$ cat src/rtl/atari_bus_sequencer_if.sv
// Bus bundle between the Atari 2600 core glue and the bus sequencer.
// Latency: n/a (wires only).
// Backpressure: n/a; the stall travels as tia_stall / cpu_rdy.
interface atari_bus_sequencer_if;
    logic        hold_phase;
    logic        vga_vsync;
    logic        tia_vsync;
    logic        tia_stall;
    logic [15:0] addr;
    logic        we;
    logic [4:0]  phase;
    logic        tia_en;
    logic        cpu_en;
    logic        pia_en;
    logic        cpu_rdy;
    logic        ram_cs;
    logic        rom_cs;
    logic        tia_cs;
    logic        pia_cs;
    logic        ram_we;
    logic [2:0]  rd_src;
    logic        frame_wait;
    logic [7:0]  frame_count;

    // Driver side: the CPU/TIA/VGA glue that feeds the sequencer.
    modport master (
        output hold_phase, vga_vsync, tia_vsync, tia_stall, addr, we,
        input  phase, tia_en, cpu_en, pia_en, cpu_rdy, ram_cs, rom_cs, tia_cs,
               pia_cs, ram_we, rd_src, frame_wait, frame_count
    );

    // Sequencer side.
    modport slave (
        input  hold_phase, vga_vsync, tia_vsync, tia_stall, addr, we,
        output phase, tia_en, cpu_en, pia_en, cpu_rdy, ram_cs, rom_cs, tia_cs,
               pia_cs, ram_we, rd_src, frame_wait, frame_count
    );
endinterface

$ cat src/rtl/atari_bus_sequencer.sv
// Divides the pixel clock into a 21-phase machine cycle, issues TIA/CPU/PIA enables, decodes the CPU bus.
// Latency: enables/chip selects combinational from registered phase; rd_src registered one clock after cpu_en.
// Backpressure: tia_stall drops cpu_rdy/cpu_en (TIA keeps running); frame-wait freezes all enables until vga_vsync.
module atari_bus_sequencer #(
    parameter int PHASES     = 21,
    parameter int TIA_PH0    = 0,
    parameter int TIA_PH1    = 7,
    parameter int TIA_PH2    = 14,
    parameter int CPU_PH     = 0,
    parameter int PIA_PH     = 16,
    parameter int FRAME_LOCK = 1
) (
    input logic                 clk,
    input logic                 rst_n,
    atari_bus_sequencer_if.slave bus
);
    localparam logic [0:0] ST_RUN  = 1'b0;
    localparam logic [0:0] ST_WAIT = 1'b1;

    localparam logic [4:0] PH_LAST = 5'(PHASES - 1);
    localparam logic [4:0] PH_TIA0 = 5'(TIA_PH0);
    localparam logic [4:0] PH_TIA1 = 5'(TIA_PH1);
    localparam logic [4:0] PH_TIA2 = 5'(TIA_PH2);
    localparam logic [4:0] PH_CPU  = 5'(CPU_PH);
    localparam logic [4:0] PH_PIA  = 5'(PIA_PH);

    localparam logic [2:0] SRC_NONE = 3'd0;
    localparam logic [2:0] SRC_RAM  = 3'd1;
    localparam logic [2:0] SRC_ROM  = 3'd2;
    localparam logic [2:0] SRC_TIA  = 3'd3;
    localparam logic [2:0] SRC_PIA  = 3'd4;

    logic [4:0] phase;
    logic [0:0] state;
    logic       vs_d;
    logic [2:0] rd_src;
    logic [7:0] frame_count;

    logic       running;
    logic       vs_fall;
    logic       cpu_en;
    logic       ram_cs;
    logic       rom_cs;
    logic       tia_cs;
    logic       pia_cs;
    logic [2:0] src_next;

    // Enables only exist while running and out of reset.
    assign running = (state == ST_RUN) && rst_n;
    assign vs_fall = vs_d && !bus.tia_vsync;
    assign cpu_en  = running && (phase == PH_CPU) && !bus.tia_stall;

    // addr[15:13] is not wired on the cartridge bus, so mirrors decode identically.
    assign ram_cs = (bus.addr[12:7] == 6'b000001);
    assign rom_cs = bus.addr[12];
    assign tia_cs = (bus.addr[12:6] == 7'd0);
    assign pia_cs = (bus.addr[12:5] == 8'b00010100);

    // Read-source priority: PIA over TIA over ROM over RAM.
    always_comb begin
        src_next = SRC_NONE;
        if (pia_cs)      src_next = SRC_PIA;
        else if (tia_cs) src_next = SRC_TIA;
        else if (rom_cs) src_next = SRC_ROM;
        else if (ram_cs) src_next = SRC_RAM;
    end

    // Phase counter; hold_phase realigns it to the scanline start.
    always_ff @(posedge clk or negedge rst_n) begin
        if (!rst_n)                phase <= 5'd0;
        else if (bus.hold_phase)   phase <= 5'd0;
        else if (phase == PH_LAST) phase <= 5'd0;
        else                       phase <= phase + 5'd1;
    end

    // Frame lock: park after the TIA finishes a frame until VGA starts the next one.
    always_ff @(posedge clk or negedge rst_n) begin
        if (!rst_n) begin
            state       <= ST_RUN;
            vs_d        <= 1'b0;
            frame_count <= 8'd0;
        end else begin
            vs_d <= bus.tia_vsync;
            if (state == ST_RUN) begin
                // A coincident VGA vsync means we are already aligned: stay running.
                if ((FRAME_LOCK != 0) && vs_fall && !bus.vga_vsync)
                    state <= ST_WAIT;
            end else if (bus.vga_vsync) begin
                state       <= ST_RUN;
                frame_count <= frame_count + 8'd1;
            end
        end
    end

    // Read source is captured on the CPU strobe and held for the whole machine cycle.
    always_ff @(posedge clk or negedge rst_n) begin
        if (!rst_n)      rd_src <= SRC_NONE;
        else if (cpu_en) rd_src <= src_next;
    end

    assign bus.phase       = phase;
    assign bus.tia_en      = running && ((phase == PH_TIA0) || (phase == PH_TIA1) || (phase == PH_TIA2));
    assign bus.pia_en      = running && (phase == PH_PIA);
    assign bus.cpu_en      = cpu_en;
    assign bus.cpu_rdy     = running && !bus.tia_stall;
    assign bus.ram_cs      = ram_cs;
    assign bus.rom_cs      = rom_cs;
    assign bus.tia_cs      = tia_cs;
    assign bus.pia_cs      = pia_cs;
    assign bus.ram_we      = cpu_en && bus.we && ram_cs;
    assign bus.rd_src      = rd_src;
    assign bus.frame_wait  = (state == ST_WAIT) && rst_n;
    assign bus.frame_count = frame_count;
endmodule

$ cat src/flat_wrapper.sv
// flat-port wrapper written by rule: the top's interface ports become plain ports
module atari_bus_sequencer_flat 
#(
    parameter int PHASES     = 21,
    parameter int TIA_PH0    = 0,
    parameter int TIA_PH1    = 7,
    parameter int TIA_PH2    = 14,
    parameter int CPU_PH     = 0,
    parameter int PIA_PH     = 16,
    parameter int FRAME_LOCK = 1
)
  (clk, rst_n, bus_hold_phase, bus_vga_vsync, bus_tia_vsync, bus_tia_stall, bus_addr, bus_we, bus_phase, bus_tia_en, bus_cpu_en, bus_pia_en, bus_cpu_rdy, bus_ram_cs, bus_rom_cs, bus_tia_cs, bus_pia_cs, bus_ram_we, bus_rd_src, bus_frame_wait, bus_frame_count);
  atari_bus_sequencer_if bus_i ();
  input logic clk;
  input logic rst_n;
  input wire logic [$bits(bus_i.hold_phase)-1:0] bus_hold_phase;
  input wire logic [$bits(bus_i.vga_vsync)-1:0] bus_vga_vsync;
  input wire logic [$bits(bus_i.tia_vsync)-1:0] bus_tia_vsync;
  input wire logic [$bits(bus_i.tia_stall)-1:0] bus_tia_stall;
  input wire logic [$bits(bus_i.addr)-1:0] bus_addr;
  input wire logic [$bits(bus_i.we)-1:0] bus_we;
  output wire logic [$bits(bus_i.phase)-1:0] bus_phase;
  output wire logic [$bits(bus_i.tia_en)-1:0] bus_tia_en;
  output wire logic [$bits(bus_i.cpu_en)-1:0] bus_cpu_en;
  output wire logic [$bits(bus_i.pia_en)-1:0] bus_pia_en;
  output wire logic [$bits(bus_i.cpu_rdy)-1:0] bus_cpu_rdy;
  output wire logic [$bits(bus_i.ram_cs)-1:0] bus_ram_cs;
  output wire logic [$bits(bus_i.rom_cs)-1:0] bus_rom_cs;
  output wire logic [$bits(bus_i.tia_cs)-1:0] bus_tia_cs;
  output wire logic [$bits(bus_i.pia_cs)-1:0] bus_pia_cs;
  output wire logic [$bits(bus_i.ram_we)-1:0] bus_ram_we;
  output wire logic [$bits(bus_i.rd_src)-1:0] bus_rd_src;
  output wire logic [$bits(bus_i.frame_wait)-1:0] bus_frame_wait;
  output wire logic [$bits(bus_i.frame_count)-1:0] bus_frame_count;
  assign bus_i.hold_phase = bus_hold_phase;
  assign bus_i.vga_vsync = bus_vga_vsync;
  assign bus_i.tia_vsync = bus_tia_vsync;
  assign bus_i.tia_stall = bus_tia_stall;
  assign bus_i.addr = bus_addr;
  assign bus_i.we = bus_we;
  assign bus_phase = bus_i.phase;
  assign bus_tia_en = bus_i.tia_en;
  assign bus_cpu_en = bus_i.cpu_en;
  assign bus_pia_en = bus_i.pia_en;
  assign bus_cpu_rdy = bus_i.cpu_rdy;
  assign bus_ram_cs = bus_i.ram_cs;
  assign bus_rom_cs = bus_i.rom_cs;
  assign bus_tia_cs = bus_i.tia_cs;
  assign bus_pia_cs = bus_i.pia_cs;
  assign bus_ram_we = bus_i.ram_we;
  assign bus_rd_src = bus_i.rd_src;
  assign bus_frame_wait = bus_i.frame_wait;
  assign bus_frame_count = bus_i.frame_count;
  atari_bus_sequencer #(.PHASES(PHASES), .TIA_PH0(TIA_PH0), .TIA_PH1(TIA_PH1), .TIA_PH2(TIA_PH2), .CPU_PH(CPU_PH), .PIA_PH(PIA_PH), .FRAME_LOCK(FRAME_LOCK)) u_core (.clk(clk), .rst_n(rst_n), .bus(bus_i));
endmodule
$ cat config.mk
export PLATFORM = sky130hd
export DESIGN_NAME = atari_bus_sequencer_flat
export DESIGN_NICKNAME = d
export VERILOG_FILES = /design/src/rtl/atari_bus_sequencer_if.sv /design/src/rtl/atari_bus_sequencer.sv /design/src/flat_wrapper.sv
export SDC_FILE = /design/constraint.sdc
export NUM_CORES = 1
export LEC_CHECK = 0
export ABC_AREA = 1
export BUFFER_PORTS_ARGS = -buffer_cell sky130_fd_sc_hd__buf_2
export CAP_MARGIN = 20
export CELL_PAD_IN_SITES_DETAIL_PLACEMENT = 0
export CELL_PAD_IN_SITES_GLOBAL_PLACEMENT = 2
export CORE_MARGIN = 2
export CORE_UTILIZATION = 27
export CTS_BUF_LIST = sky130_fd_sc_hd__clkbuf_4 sky130_fd_sc_hd__clkbuf_8
export DETAILED_ROUTE_END_ITERATION = 7
export PLACE_DENSITY = 0.92
export SKIP_CTS_REPAIR_TIMING = 1
export SYNTH_ARGS = -nofsm -noshare
export SYNTH_HDL_FRONTEND = slang
export SYNTH_SLANG_ARGS = --single-unit
$ cat constraint.sdc
create_clock -name clk -period 2.54 [get_ports clk]
set_input_delay 0.381 -clock clk [delete_from_list [all_inputs] [get_ports clk]]
set_output_delay 0.381 -clock clk [all_outputs]
set_load 0.1 [all_outputs]
==> results of run 1 <==
[logic make-up (layout without fill, tap and decap cells)]
| logic type | after synthesis | count (layout) | synth area share |
|---|---|---|---|
| AOI/OAI and AO/OA | 4 | 4 | 0.0259 |
| xor gates and xnor gates | 7 | 7 | 0.0603 |
| adders and majority gates | 4 | 4 | 0.0493 |
| buffers and inverters | 22 | 65 | 0.0862 |
| DFF | 18 | 18 | 0.443 |
| and+or+nand+nor | 75 | 75 | 0.335 |
[layout by cell type, fill, tap and decap left out, types with 3 or more instances in the layout]
cell type  count
buf_2         39
nand2_1       34
dfrtp_1       18
nor2_1        17
inv_1         16
nand3_1       11
xor2_1         5
inv_2          4
nor2_4         4
ha_1           4
nand2_2        3
clkbuf_8       3
[through the flow]
stage	setup slack, ns	cells	util	hold slack [ns]	cell area [um2]
final	0.227	221	0.373	0.257	1360
after global routing	0.106	221	0.373	0.248	1360
after CTS	0.378	220	0.371	-0.0571	1350
after detailed placement	0.655	217	0.359	0.218	1310
after global placement	0.672	217	0.359	0.213	1310
after floorplan	0.0686	130	-	0.0854	1030
[worst min path at each step]
stage / startpoint / slack (ns) / endpoint
2_1_floorplan: rst_n / 0.09 / u_core.bus.frame_count[0]
3_3_place_gp: rst_n / 0.21 / u_core.bus.rd_src[2]
3_5_place_dp: rst_n / 0.22 / u_core.bus.rd_src[2]
4_1_cts: rst_n / -0.06 / u_core.bus.rd_src[2]
5_1_grt: bus_tia_vsync / 0.25 / u_core.vs_d
6_report: bus_tia_vsync / 0.26 / u_core.vs_d
[sequential cells by signal, indices dropped and copies added (netlist names)]
name                    count
u_core.vs_d                 1
u_core.bus.rd_src           3
u_core.state                1
u_core.bus.phase            5
u_core.bus.frame_count      8
[final cells by class]
cell class                 instances  area (um2)  share of cell area
clock buffer                       3        41.3              0.0304
inverter                          20        75.1              0.0554
multi-input combinational         90         497               0.366
sequential                        18         450               0.332
tap                               48        60.1              0.0443
timing repair buffer              42         233               0.172
[routing by layer]
layer | part of all wire | routed length, um | global-route usage | up-vias
met5 | 0 | 0 | 0 | -
met4 | 0.020 | 43 | 0.0547 | 0
met3 | 0.077 | 166 | 0.0257 | 5
met2 | 0.43 | 932 | 0.176 | 33
met1 | 0.47 | 1000 | 0.148 | 408
li1 | - | - | - | 482
[report_power, final]
part	internal, mW	switching, mW	leakage, nW
combinational	0.0903	0.465	0.497
sequential	0.332	0.0540	0.230
clock	0.105	0.0835	0.0216
==> flow_summary.ini, run 1 <==
[synthesis]
syn-num-nets = 157
synth_top_area_frac = 0.443
syn_area_per_cell_um2 = 7.82
synthTopCellsByCount = 34 x nand2_1, 18 x dfrtp_1, 18 x nor2_1, 16 x inv_1, 11 x nand3_1
yosys.area.top_type = dfrtp_1
synth_seq_cells = 18
synthFlopType = dfrtp_1
async_flop_share = 1.00
seq_area_frac_synth = 0.443
synth_edf_count = 0
synth_cell_types = 20
synth_area_um2 = 1020
yosysMostFrequentCell = nand2_1
syn_inst = 130
yosysWarningCount = 0
synth.area.top_cells = dfrtp_1 44%, nand2_1 13%, nor2_1 6.7%

[pwr]
p_leak_nw = 0.749
power.total_mw = 1.13
p_per_area_nw_per_um2 = 834
ir_drop_v = 0.000611

[grt]
grt_use_total = 0.113
antenna_found_initial = 0
grt_pass1_wl_mm = 3.75
gr-total-overflow = 0
grt_max_degree = 17
grt_pass1_vias = 868

[critical_path]
required_ns = 2.16
crit_path_max_incr_delay_ns = 0.51
r2r_slack_ns = 1.21
r2r_cells = 7
r2r-end = u_core.bus.rd_src[1]
end_kind = primary output
critical_path_depth = 7
crit_chain = dlygate4sd3_1 -> buf_2 -> nand2_1 -> nor2_1 -> nand3_1 -> nor2_4 -> buf_12
critPathTopFamily = buffers and inverters
start_kind = input port
endpoint = bus_ram_we
r2r-start = u_core.bus.phase[0]
crit_fanout = 6
critPathArrivalTime_ns = 1.93
crit_path_start = rst_n
path_class = input port to primary output
cp_num_buf_inv = 3
critPathSlowestCell = dlygate4sd3_1

[run_status]
outcome = finished, final reports clean

[floorplanning]
dieArea_um2 = 4270
start_util = 0.280
rows = 22
die_w_um = 65.3
core_area_um2 = 3630
die_h_um = 65.3
ios = 49

[timing]
period_needed_ns = 2.31
tightest_slew_ns = 0.493
final_hold_viol_count = 0
clock.fmax_mhz = 432
rsz0062_at_grt = false
setup_viol = 0
slew_headroom = 0.673
fin_setup_tns_ns = 0
fin_skew_ns = 0.000742
fin_crit_sh = 0.911
drv_slew = 0

[hold_path]
hold_class = input port to flip-flop
hold_depth = 1

[placed_design]
dp_hpwl_mm = 1.77
port_buffers = 40
gp_congestion = 0.707

[drt]
dr.first_iter.drc_count = 22
drt-vias-per-instance = 4.20
ant_nets = 0
wl_per_cell_um = 9.70
drc_errors = 0
wl_mm = 2.14
vias = 928
firstDrtPassIters = 3

[cts]
cts_tree = done
clk_pin_slew_ns = 0.06
root_buffer = clkbuf_8
cts_buffers = 3
clkLatencyLatePin_ns = 0.25
clock_path_buffers = 2
cts.sinks = 18
cts_htree_levels = 1

[final_layout]
syn_to_final_growth_pct = 33.5
fill_cells = 403
antenna_cells = 0
drive_gt1_frac = 0.341
nets = 202

[run]
cap_violations = 0
Note: power is estimated with default switching activity, not from simulation.
==> run 2: changes to the inputs <==
Settings changed: ABC_AREA 1 to not set, CORE_UTILIZATION 27 to 29, PLACE_DENSITY 0.92 to 0.91.
==> flow_summary.ini, run 2 <==
[pwr]
combPwrFrac = 0.513
pwr-share-seq = 0.337
ir_drop_v = 0.000858
p_leak_nw = 0.670
switching_share = 0.540
p_per_area_nw_per_um2 = 893
p_switching_uw = 636
internal-power_uw = 542
power_frac_clock = 0.150

[drt]
dr.first_iter.drc_count = 21
ant_nets = 0
wl_per_cell_um = 11.3
firstDrtPassIters = 4
vias = 777
wl_mm = 1.98
drt-vias-per-instance = 4.41
drc_errors = 0

[cts]
cts_htree_levels = 1
clk_pin_slew_ns = 0.11
root_buffer = clkbuf_4
clock_path_buffers = 2
cts.sinks = 18
cts_buffers = 3
cts_tree = done
clkLatencyLatePin_ns = 0.29

[grt]
grt_pass1_vias = 713
grt_pass1_wl_mm = 3.10
grt_use_total = 0.111
antenna_found_initial = 0
gr-total-overflow = 0
grt_max_degree = 13

[floorplanning]
die_h_um = 61.2
ios = 49
start_util = 0.309
dieArea_um2 = 3750
rows = 20
die_w_um = 61.2
core_area_um2 = 3080

[critical_path]
r2r-end = u_core.bus.rd_src[2]
critPathArrivalTime_ns = 1.96
r2r_slack_ns = 0.75
crit_fanout = 5
cp_num_buf_inv = 2
r2r-start = u_core.bus.phase[0]
critical_path_depth = 5
crit_path_max_incr_delay_ns = 0.52
required_ns = 2.16
critPathTopFamily = buffers and inverters
endpoint = bus_cpu_en
path_class = flip-flop to primary output
critPathSlowestCell = dfrtp_4
end_kind = primary output
start_kind = flip-flop
crit_chain = inv_4 -> ha_4 -> nor3b_4 -> nor4b_4 -> buf_2
r2r_cells = 6
crit_path_start = u_core.bus.phase[0]

[timing]
fin_skew_ns = 0.00410
setup_viol = 0
timing.hold.ws_ns = 0.0753
period_needed_ns = 2.34
clock.fmax_mhz = 427
tightest_slew_ns = 0.491
final_hold_viol_count = 0
slew_headroom = 0.675
drv_slew = 0
rsz0062_at_grt = false
fin_crit_sh = 0.923

[synthesis]
synth.area.top_cells = dfrtp_1 47%, xnor2_1 5.5%, ha_1 5.3%
syn_area_per_cell_um2 = 11.0
yosys.area.top_type = dfrtp_1
synth_area_um2 = 950
synth_top_area_frac = 0.474
synth_seq_cells = 18
synth_cell_types = 26
synthFlopType = dfrtp_1
async_flop_share = 1.00
yosysMostFrequentCell = dfrtp_1
syn_inst = 86
yosysWarningCount = 0
syn-num-nets = 113
synthTopCellsByCount = 18 x dfrtp_1, 12 x nor2_1, 8 x inv_1, 6 x xnor2_1, 5 x nand3_1
synth_edf_count = 0
seq_area_frac_synth = 0.474

[run]
cap_violations = 0

[final_layout]
regMostFlops = u_core.bus.frame_count
multi_input_area_um2 = 494
final_cell_count_no_fill = 176
mostFrequentLayoutCell = buf_2
antenna_cells = 0
regArea_um2 = 460
nets = 160
largestRegisters = u_core.bus.frame_count (8), u_core.bus.phase (5), u_core.bus.rd_src (3)
largest_register_ffs = 8
final_area_um2 = 1320
fill_cells = 307
final_cell_mix = 39 x buf_2, 14 x dfrtp_1, 11 x nor2_1
syn_to_final_growth_pct = 38.9
drive_gt1_frac = 0.508
fin_util = 0.428

[placed_design]
port_buffers = 40
dp_hpwl_mm = 1.59
placed_cell_area_um2 = 1270
gp_congestion = 0.760
dp_cells = 171

[hold_path]
hold_class = input port to async pin

[run_status]
outcome = finished, final reports clean
run 2: cell types whose count changed after synthesis, sizes merged, moves of 4 or more:
cell / previous run / this run
xnor2: 2 / 6
nand2: 37 / 3
nor2: 23 / 12
inv: 20 / 8
mux2: 0 / 5
nand3: 11 / 5
run 2: cells by family (layout without fill, tap and decap cells):
logic type	count (synthesis)	in the layout	synth area share
muxes	5	5	0.0711
AOI/OAI and AO/OA	4	4	0.0316
xor gates and xnor gates	10	10	0.0922
buffers and inverters	9	55	0.0395
and+or+nand+nor	36	36	0.238
adders and majority gates	4	4	0.0527
DFF	18	18	0.474
run 2: worst min-delay path by stage:
stage	from	endpoint	slack (ns)	cells after the start
2_1_floorplan	rst_n	u_core.bus.frame_count[0]	0.09	0
3_3_place_gp	rst_n	u_core.bus.rd_src[2]	0.27	1
3_5_place_dp	rst_n	u_core.bus.rd_src[2]	0.28	1
4_1_cts	rst_n	u_core.bus.rd_src[2]	-0.06	1
5_1_grt	rst_n	u_core.bus.frame_count[2]	0.07	2
6_report	rst_n	u_core.bus.phase[2]	0.08	2
run 2: power groups by stage:
stage | sequential, mW | combinational, mW | clock, mW
final | 0.396 | 0.604 | 0.177
after global routing | 0.405 | 0.633 | 0.198
after CTS | 0.398 | 0.608 | 0.186
after detailed placement | 0.404 | 0.607 | 0
after global placement | 0.400 | 0.603 | 0
after floorplan | 0.750 | 0.149 | 0
run 2: area by class of cell:
type | count | share of cell area
inverters | 8 | 0.0247
repair buffers | 43 | 0.182
multi-input cells | 59 | 0.375
clock buffers | 4 | 0.0275
flip-flops and latches | 18 | 0.349
well taps | 44 | 0.0417
run 2: worst reg2reg max path, cell delays in order (launching register included):
cell,delay [ns]
dfrtp_4,0.52
inv_4,0.08
ha_4,0.13
nor3b_4,0.20
nor4b_4,0.27
buf_4,0.19
mux2_4,0.30
run 2: metrics by stage:
stage               TNS (ns)  power [mW]  setup WS [ns]
floorplan              -2.19       0.899         -0.928
global placement           0        1.00          0.454
detailed placement         0        1.01          0.424
CTS                        0        1.19          0.163
global route               0        1.24          0.103
finish                     0        1.18          0.197
run 2: per-layer routing:
layer	vias to the layer above	track usage	wire length [um]
met1	362	0.132	905
met3	2	0.0231	149
met2	29	0.185	900
li1	384	-	-
met4	0	0.0652	26
met5	-	0	0
==> run 3: changes to the inputs <==
--- a/config.mk
+++ b/config.mk
@@ -7,5 +7,4 @@
 export LEC_CHECK = 0
 export BUFFER_PORTS_ARGS = -buffer_cell sky130_fd_sc_hd__buf_2
-export CAP_MARGIN = 20
 export CELL_PAD_IN_SITES_DETAIL_PLACEMENT = 0
 export CELL_PAD_IN_SITES_GLOBAL_PLACEMENT = 2
==> constraint.sdc (replaced) <==
create_clock -name clk -period 2.54 [get_ports clk]
set_input_delay 0.508 -clock clk [delete_from_list [all_inputs] [get_ports clk]]
set_output_delay 0.508 -clock clk [all_outputs]
set_load 0.1 [all_outputs]
==> flow_summary.ini, run 3 (synthesis gave the netlist of run 2 again) <==
[critical_path]
r2r-start = u_core.bus.phase[0]
crit_path_start = u_core.bus.phase[0]
required_ns = 2.03
critPathTopFamily = simple AND/OR/NAND/NOR gates
end_kind = primary output
crit_path_max_incr_delay_ns = 0.52
cp_num_buf_inv = 2
critical_path_depth = 6
start_kind = flip-flop
crit_fanout = 5
path_class = flip-flop to primary output
crit_chain = inv_4 -> ha_4 -> nor3b_4 -> nor4b_4 -> and4_4 -> buf_12
endpoint = bus_ram_we
critPathArrivalTime_ns = 1.92
r2r-end = u_core.bus.rd_src[2]
r2r_cells = 6
critPathSlowestCell = dfrtp_4
r2r_slack_ns = 0.73

[final_layout]
final_cell_mix = 35 x buf_2, 14 x dfrtp_1, 11 x nor2_1
multi_input_area_um2 = 495
antenna_cells = 0
final_cell_count_no_fill = 175
nets = 159
largest_register_ffs = 8
syn_to_final_growth_pct = 44.3
regMostFlops = u_core.bus.frame_count
largestRegisters = u_core.bus.frame_count (8), u_core.bus.phase (5), u_core.bus.rd_src (3)
fill_cells = 311
final_area_um2 = 1370
mostFrequentLayoutCell = buf_2
drive_gt1_frac = 0.511
regArea_um2 = 460

[hold_path]
hold_class = input port to async pin

[cts]
cts_buffers = 3
clk_pin_slew_ns = 0.10
clkLatencyLatePin_ns = 0.28
cts.sinks = 18
cts_htree_levels = 1
cts_tree = done
root_buffer = clkbuf_4
clock_path_buffers = 2

[drt]
dr.first_iter.drc_count = 18
drc_errors = 0
firstDrtPassIters = 4
drt-vias-per-instance = 4.38
wl_mm = 1.97
wl_per_cell_um = 11.2
ant_nets = 0
vias = 766

[timing]
period_needed_ns = 2.42
clock.fmax_mhz = 413
drv_slew = 0
rsz0062_at_grt = false
fin_crit_sh = 0.954
setup_viol = 0
fin_ws_ns = 0.116
timing.hold.ws_ns = 0.0480
slew_headroom = 0.672
tightest_slew_ns = 0.495
final_hold_viol_count = 0
fin_skew_ns = 0.00275

[grt]
grt_pass1_wl_mm = 3.09
grt_pass1_vias = 710
grt_use_total = 0.111
antenna_found_initial = 0
grt_max_degree = 14
gr-total-overflow = 0

[placed_design]
dp_hpwl_mm = 1.58
gp_congestion = 0.763
port_buffers = 40
dp_cells = 171
placed_cell_area_um2 = 1330
dp_slack_ns = 0.294

[run]
cap_violations = 0

[pwr]
combPwrFrac = 0.519
switching_share = 0.538
power.total_mw = 1.18
p_per_area_nw_per_um2 = 861
p_switching_uw = 635
p_leak_nw = 0.677
ir_drop_v = 0.000788
power_frac_clock = 0.146
pwr-share-seq = 0.335
internal-power_uw = 545

[floorplanning]
ios = 49
die_h_um = 61.2
dieArea_um2 = 3750
die_w_um = 61.2
core_area_um2 = 3080
start_util = 0.309
rows = 20

[run_status]
outcome = finished, final reports clean
run 3: cell type report:
type / count / share of cell area
Tap cell: 44 / 0.0402
Inverter: 8 / 0.0237
Timing Repair Buffer: 42 / 0.212
Multi-Input combinational cell: 59 / 0.362
Sequential cell: 18 / 0.336
Clock buffer: 4 / 0.0265
run 3: layer usage:
| metal | vias to the layer above | part of all wire | track usage |
|---|---|---|---|
| met5 | - | 0 | 0 |
| met2 | 29 | 0.44 | 0.179 |
| met1 | 354 | 0.47 | 0.143 |
| met3 | 2 | 0.080 | 0.0168 |
| li1 | 381 | - | - |
| met4 | 0 | 0.013 | 0.0559 |
run 3: worst min path at each step:
| stage | start | endpoint | slack, ns | cells after the start |
|---|---|---|---|---|
| 4_1_cts | rst_n | u_core.bus.phase[4] | 0.04 | 1 |
| 2_1_floorplan | rst_n | u_core.bus.frame_count[0] | 0.21 | 0 |
| 6_report | rst_n | u_core.bus.phase[4] | 0.05 | 1 |
| 3_3_place_gp | rst_n | u_core.bus.phase[4] | 0.36 | 1 |
| 5_1_grt | rst_n | u_core.bus.rd_src[2] | 0.03 | 1 |
| 3_5_place_dp | rst_n | u_core.bus.phase[4] | 0.37 | 1 |
run 3: worst register-to-register path, cell delays in order, from the launching register on:
cell,delay (ns)
dfrtp_4,0.52
inv_4,0.08
ha_4,0.13
nor3b_4,0.20
nor4b_4,0.26
buf_4,0.21
mux2_4,0.30
run 3: power groups by stage:
stage          clock network (mW)  registers (mW)  logic, mW
2_1_floorplan                   0           0.750      0.149
3_3_place_gp                    0           0.400      0.608
3_5_place_dp                    0           0.403      0.616
4_1_cts                     0.181           0.397      0.618
5_1_grt                     0.195           0.409      0.641
6_report                    0.173           0.395      0.612
run 3: per-stage QoR:
step | util | setup TNS (ns)
finish | 0.445 | 0
global route | 0.445 | 0
CTS | 0.445 | 0
detailed placement | 0.433 | 0
global placement | 0.433 | 0
floorplan | - | -2.82
